[src/rtl/pipe_stage_reg.sv]
// Pipeline stage register between two CPU stages: PC, NUM_FIELDS data fields and a
// delay-slot flag behind a valid/ready handshake, with optional skid entry, flush and stall counter.
module pipe_stage_reg #(
    parameter int DATA_W           = 32,
    parameter int NUM_FIELDS       = 4,
    parameter int SKID             = 1,
    parameter int KEEP_PC_ON_FLUSH = 1,
    parameter int CNT_W            = 16
) (
    input  logic                         clk,
    input  logic                         reset,
    input  logic                         in_valid,
    output logic                         in_ready,
    input  logic [31:0]                  in_pc,
    input  logic [NUM_FIELDS*DATA_W-1:0] in_data,
    input  logic                         in_bd,
    input  logic                         flush,
    input  logic [31:0]                  flush_pc,
    output logic                         out_valid,
    input  logic                         out_ready,
    output logic [31:0]                  out_pc,
    output logic [NUM_FIELDS*DATA_W-1:0] out_data,
    output logic                         out_bd,
    output logic [CNT_W-1:0]             stall_cnt
);

    localparam int PW = NUM_FIELDS * DATA_W;

    logic             r_m_valid;
    logic [31:0]      r_m_pc;
    logic [PW-1:0]    r_m_data;
    logic             r_m_bd;
    logic [CNT_W-1:0] r_stall_cnt;

    logic             w_accept;
    logic             w_release;
    logic [31:0]      w_bubble_pc;

    assign w_accept    = in_valid && in_ready;
    assign w_release   = r_m_valid && out_ready;
    assign w_bubble_pc = (KEEP_PC_ON_FLUSH != 0) ? flush_pc : 32'd0;

    generate
        if (SKID != 0) begin : g_skid
            logic          r_s_valid;
            logic [31:0]   r_s_pc;
            logic [PW-1:0] r_s_data;
            logic          r_s_bd;

            // in_ready is a flop output: only the skid entry's occupancy gates it
            assign in_ready = !r_s_valid;

            always_ff @(posedge clk) begin
                if (reset) begin
                    r_m_valid <= 1'b0;
                    r_m_pc    <= '0;
                    r_m_data  <= '0;
                    r_m_bd    <= 1'b0;
                    r_s_valid <= 1'b0;
                    r_s_pc    <= '0;
                    r_s_data  <= '0;
                    r_s_bd    <= 1'b0;
                end else if (flush) begin
                    r_m_valid <= 1'b0;
                    r_s_valid <= 1'b0;
                    r_m_pc    <= w_bubble_pc;
                    r_m_data  <= '0;
                    r_m_bd    <= 1'b0;
                end else if (r_s_valid) begin
                    if (w_release) begin
                        r_m_pc    <= r_s_pc;
                        r_m_data  <= r_s_data;
                        r_m_bd    <= r_s_bd;
                        r_s_valid <= 1'b0;
                    end
                end else if (w_accept && r_m_valid && !w_release) begin
                    // M is stuck: park the new item behind it
                    r_s_pc    <= in_pc;
                    r_s_data  <= in_data;
                    r_s_bd    <= in_bd;
                    r_s_valid <= 1'b1;
                end else if (w_accept) begin
                    r_m_pc    <= in_pc;
                    r_m_data  <= in_data;
                    r_m_bd    <= in_bd;
                    r_m_valid <= 1'b1;
                end else if (w_release) begin
                    r_m_valid <= 1'b0;
                end
            end
        end else begin : g_single
            assign in_ready = !r_m_valid || out_ready;

            always_ff @(posedge clk) begin
                if (reset) begin
                    r_m_valid <= 1'b0;
                    r_m_pc    <= '0;
                    r_m_data  <= '0;
                    r_m_bd    <= 1'b0;
                end else if (flush) begin
                    r_m_valid <= 1'b0;
                    r_m_pc    <= w_bubble_pc;
                    r_m_data  <= '0;
                    r_m_bd    <= 1'b0;
                end else if (w_accept) begin
                    r_m_pc    <= in_pc;
                    r_m_data  <= in_data;
                    r_m_bd    <= in_bd;
                    r_m_valid <= 1'b1;
                end else if (w_release) begin
                    r_m_valid <= 1'b0;
                end
            end
        end
    endgenerate

    // Counts stalled cycles even while flushing; only reset clears it
    always_ff @(posedge clk) begin
        if (reset) begin
            r_stall_cnt <= '0;
        end else if (r_m_valid && !out_ready && (r_stall_cnt != {CNT_W{1'b1}})) begin
            r_stall_cnt <= r_stall_cnt + CNT_W'(1);
        end
    end

    assign out_valid = r_m_valid;
    assign out_pc    = r_m_pc;
    assign out_data  = r_m_data;
    assign out_bd    = r_m_bd;
    assign stall_cnt = r_stall_cnt;

endmodule

[config.mk]
export PLATFORM = sky130hd
export DESIGN_NAME = pipe_stage_reg
export DESIGN_NICKNAME = d
export VERILOG_FILES = /design/src/rtl/pipe_stage_reg.sv
export SDC_FILE = /design/constraint.sdc
export NUM_CORES = 1
export LEC_CHECK = 0
export BUFFER_PORTS_ARGS = -buffer_cell sky130_fd_sc_hd__buf_2
export CORE_MARGIN = 1
export CORE_UTILIZATION = 51
export DETAILED_ROUTE_END_ITERATION = 12
export GPL_TIMING_DRIVEN = 0
export PLACE_DENSITY = 0.88
export SLEW_MARGIN = 20
export SYNTH_ARGS = -nofsm -noshare
export SYNTH_HDL_FRONTEND = slang
export SYNTH_SLANG_ARGS = --single-unit
[constraint.sdc]
create_clock -name clk -period 2.6 [get_ports clk]
set_clock_uncertainty 0.15 [all_clocks]
set_input_delay 0.26 -clock clk [delete_from_list [all_inputs] [get_ports clk]]
set_output_delay 0.26 -clock clk [all_outputs]
set_load 0.01 [all_outputs]
==> results.md <==
* Initial Utilization at between 50% and 60%
* CTS Sinks at 340
* Max incr delay on CP at approximately 380 ps
* Largest net degree at the start of global routing at 15
* Crit path DAT at ~2100 ps
* Crit-path slowest cell: buf_2
* VDD IR-drop max at about 0.00044 V
* Cts bufs inserted at 36
* Pre-Repair DR Iteration Count at 7
* Fin crit share at a little over nine tenths
* Endpoints failing setup at 0
* DP HPWL at about 32000 um
* Most common cell after layout, fill and taps aside: buf_2
* Cells after synthesis at 1597
* Hold crit path type: input port to register
* Area Overhead vs Synth at 38.86%
* Max Slew Vio Count at 0
* Clk Latency, worst-skew pair at 510 ps
* RSZ-0062 raised after global routing: false
* Nets@finish at ~2400
* Tmin final at ~2500 ps
* Pwr dens at between 600 and 700 nW/um2
* Port bufs at around 380
* Largest delay contributor family on the critical path: buffers and inverters
* Syn_area_per_cell at 8.968 um2
* Most frequent cells in the layout: 414 x buf_2, 359 x nand2_1, 340 x dfxtp_1, 238 x a21oi_1, 197 x dlygate4sd3_1
* Crit-path most repeated cell: buf_2
* CTS tree: built
* Vias per cell at approximately 6
* Setup crit start kind: register
* Leak at about 7.8 nW
* Achievable Freq at a little under 0.4 GHz
* YS warnings at 0
* Row count at 60
* GRT Residual Overflow at 0
* DR vias at 15690
* Cell Area, Synth at about 14000 um2
* CTS root buffer: clkbuf_16
* Die Wd at 169.6 um
* CP Class: register to primary output
* IO Pins at approximately 380
* Synthesis-stage register bit count at between 300 and 400
* Critical path required time at around 2200 ps
* Post-synthesis sequential area ratio at a little under half
* Worst-path clk slew at ~60 ps
* First-pass GRT wire length at approximately 84000 um
* WL final at 55320 um
* Number of H-tree levels at 2
* Slew @ Worst Pin at a little over 800 ps
* Die Y at about 170 um
* Syn_nets at about 1800
* Core ar. at 27250 um2
* Number of global-route vias before repair at around 16000
* Critical path peak fanout at 10
* Drt wl/cell at ~21 um
* Setup crit end kind: primary output
* Gr usage total at between 30 and 40%
* Distinct cells, synth at 37
* Antenna violations before repair at 5
* Final GP Congestion at approximately 0.89
* Bufs on Longest Clock Path at 3
* Drt initial violations at between 1000 and 1500
* Number of max-cap violations at 0
* Fin. Hold Viols at 0
* Final hold slack at roughly 15 ps
* Worst path bufs/invs at 6
* Slew HR at between 40% and 50%
* Pwr Total at about 0.012 W
* Residual DRC at 0
* Status: complete, no violations
* Die ar. at 28760 um2
* CP Cell Sequence: buf_2, buf_4, buf_2, buf_2, inv_1, buf_2
* Layout cells sized above 1 at between 20% and 30%
* Post-route ant nets at 0
==> power by group <==
| part | switching, W | leakage (nW) | internal (W) | total, W |
|---|---|---|---|---|
| registers | 0.0000999 | 2.76 | 0.00536 | 0.00546 |
| clock network | 0.00216 | 0.599 | 0.00322 | 0.00538 |
| logic | 0.000898 | 4.44 | 0.000666 | 0.00156 |
| total | 0.00316 | 7.80 | 0.00925 | 0.0124 |
==> routing by layer <==
| metal | wire [um] | GRT usage, % | vias up | part of all wire [%] |
|---|---|---|---|---|
| met5 | 13 | 0 | - | 0.023 |
| met2 | 26560 | 63.35 | 1187 | 48 |
| met4 | 4510 | 28.28 | 2 | 8.2 |
| met1 | 19030 | 39.61 | 7328 | 34 |
| met3 | 5218 | 10.73 | 409 | 9.4 |
| li1 | - | - | 6762 | - |
==> final cells by class <==
cell class                      count  area [um2]
Sequential cell                   340        6807
Buffer                            140       673.1
Tap cell                          372       465.4
Clock inverter                      6       108.9
Clock buffer                       56        1107
Antenna cell                        4       10.01
Inverter                            4       15.01
Multi-Input combinational cell   1112        6833
Timing Repair Buffer              575        3869
Fill cell                        1708        7363
==> path summary, 6_finish.rpt <==
path / startpoint / endpoint / slack [ps] / cells past startpoint
min: out_ready / out_valid / 20 / 4
max reg2reg: g_skid.r_s_valid / out_data[83] / 80 / 7
max: g_skid.r_s_valid / in_ready / 70 / 6
min reg2reg: g_skid.r_s_data[114] / g_skid.r_s_data[114] / 300 / 2
==> state kept, by name, indices dropped and copies added (netlist names), 16 cells and up <==
register,cells
stall_cnt,16
g_skid.r_s_pc,32
g_skid.r_s_data,128
out_pc,32
out_data,128
==> worst reg2reg max path: cells and delay by family (launching register included) <==
kind            cells  cell delay (ps)
buf+inv             4              950
compound gates      1              460
mux                 1              350
flops               1              310
simple gates        1              170
==> synthesized netlist by cell type <==
library cell / instances / area share, %
and2_1: 1 / 0.044
mux2i_1: 163 / 11
buf_4: 12 / 0.63
buf_2: 38 / 1.3
clkbuf_1: 76 / 2.0
and4_1: 2 / 0.12
or3_1: 6 / 0.26
nand2b_1: 3 / 0.13
nor3_1: 1 / 0.035
a211o_1: 32 / 2.0
o41ai_2: 1 / 0.11
or4_1: 5 / 0.26
a211oi_1: 30 / 1.6
nor4_1: 3 / 0.13
xor2_1: 1 / 0.061
buf_1: 8 / 0.21
inv_1: 4 / 0.10
or2_1: 2 / 0.087
o21bai_1: 1 / 0.052
nor2b_1: 2 / 0.087
a21oi_1: 238 / 8.3
nand2_1: 359 / 9.4
nand4_1: 5 / 0.22
o31ai_1: 5 / 0.26
nor2_1: 135 / 3.5
nor3_2: 1 / 0.070
a31oi_1: 1 / 0.044
dfxtp_1: 340 / 48
buf_6: 7 / 0.55
mux2_4: 1 / 0.10
o21ai_0: 1 / 0.035
a211oi_2: 100 / 8.7
a311oi_1: 1 / 0.061
o21ai_1: 5 / 0.17
mux2_1: 2 / 0.16
ha_1: 1 / 0.087
nand3_1: 4 / 0.14
==> logic make-up after synthesis <==
| kind of cell | after synthesis | synth area share [%] |
|---|---|---|
| AND/OR/NAND/NOR | 529 | 14.54 |
| multiplexers | 166 | 11.65 |
| AO/OA/AOI/OAI | 415 | 21.32 |
| buffers and inverters | 145 | 4.813 |
| flip-flops | 340 | 47.52 |
| XOR/XNOR | 1 | 0.06116 |
| adder cells (fa/ha/maj) | 1 | 0.08735 |
==> timing repair <==
action	CTS	global route
endpoints found under the setup margin	90	87
buffers inserted	0	2
hold endpoints to repair	266	0
hold buffers	197	0
resized for setup	1	5
pin swaps	0	1
==> metrics by stage <==
step / utilization [%] / setup TNS [ps] / setup slack [ps] / area (um2) / cells
after CTS: 72.89 / 0 / 30.48 / 19860 / 2604
after floorplan: - / 0 / 586.1 / 14320 / 1597
after global placement: 61.17 / 0 / 8.004 / 16670 / 2345
after global routing: 72.98 / 0 / 14.84 / 19890 / 2609
after detailed placement: 61.17 / -2193 / -63.82 / 16670 / 2345
final: 72.98 / 0 / 71.42 / 19890 / 2609
No activity file was read; power rests on OpenSTA's default activity.
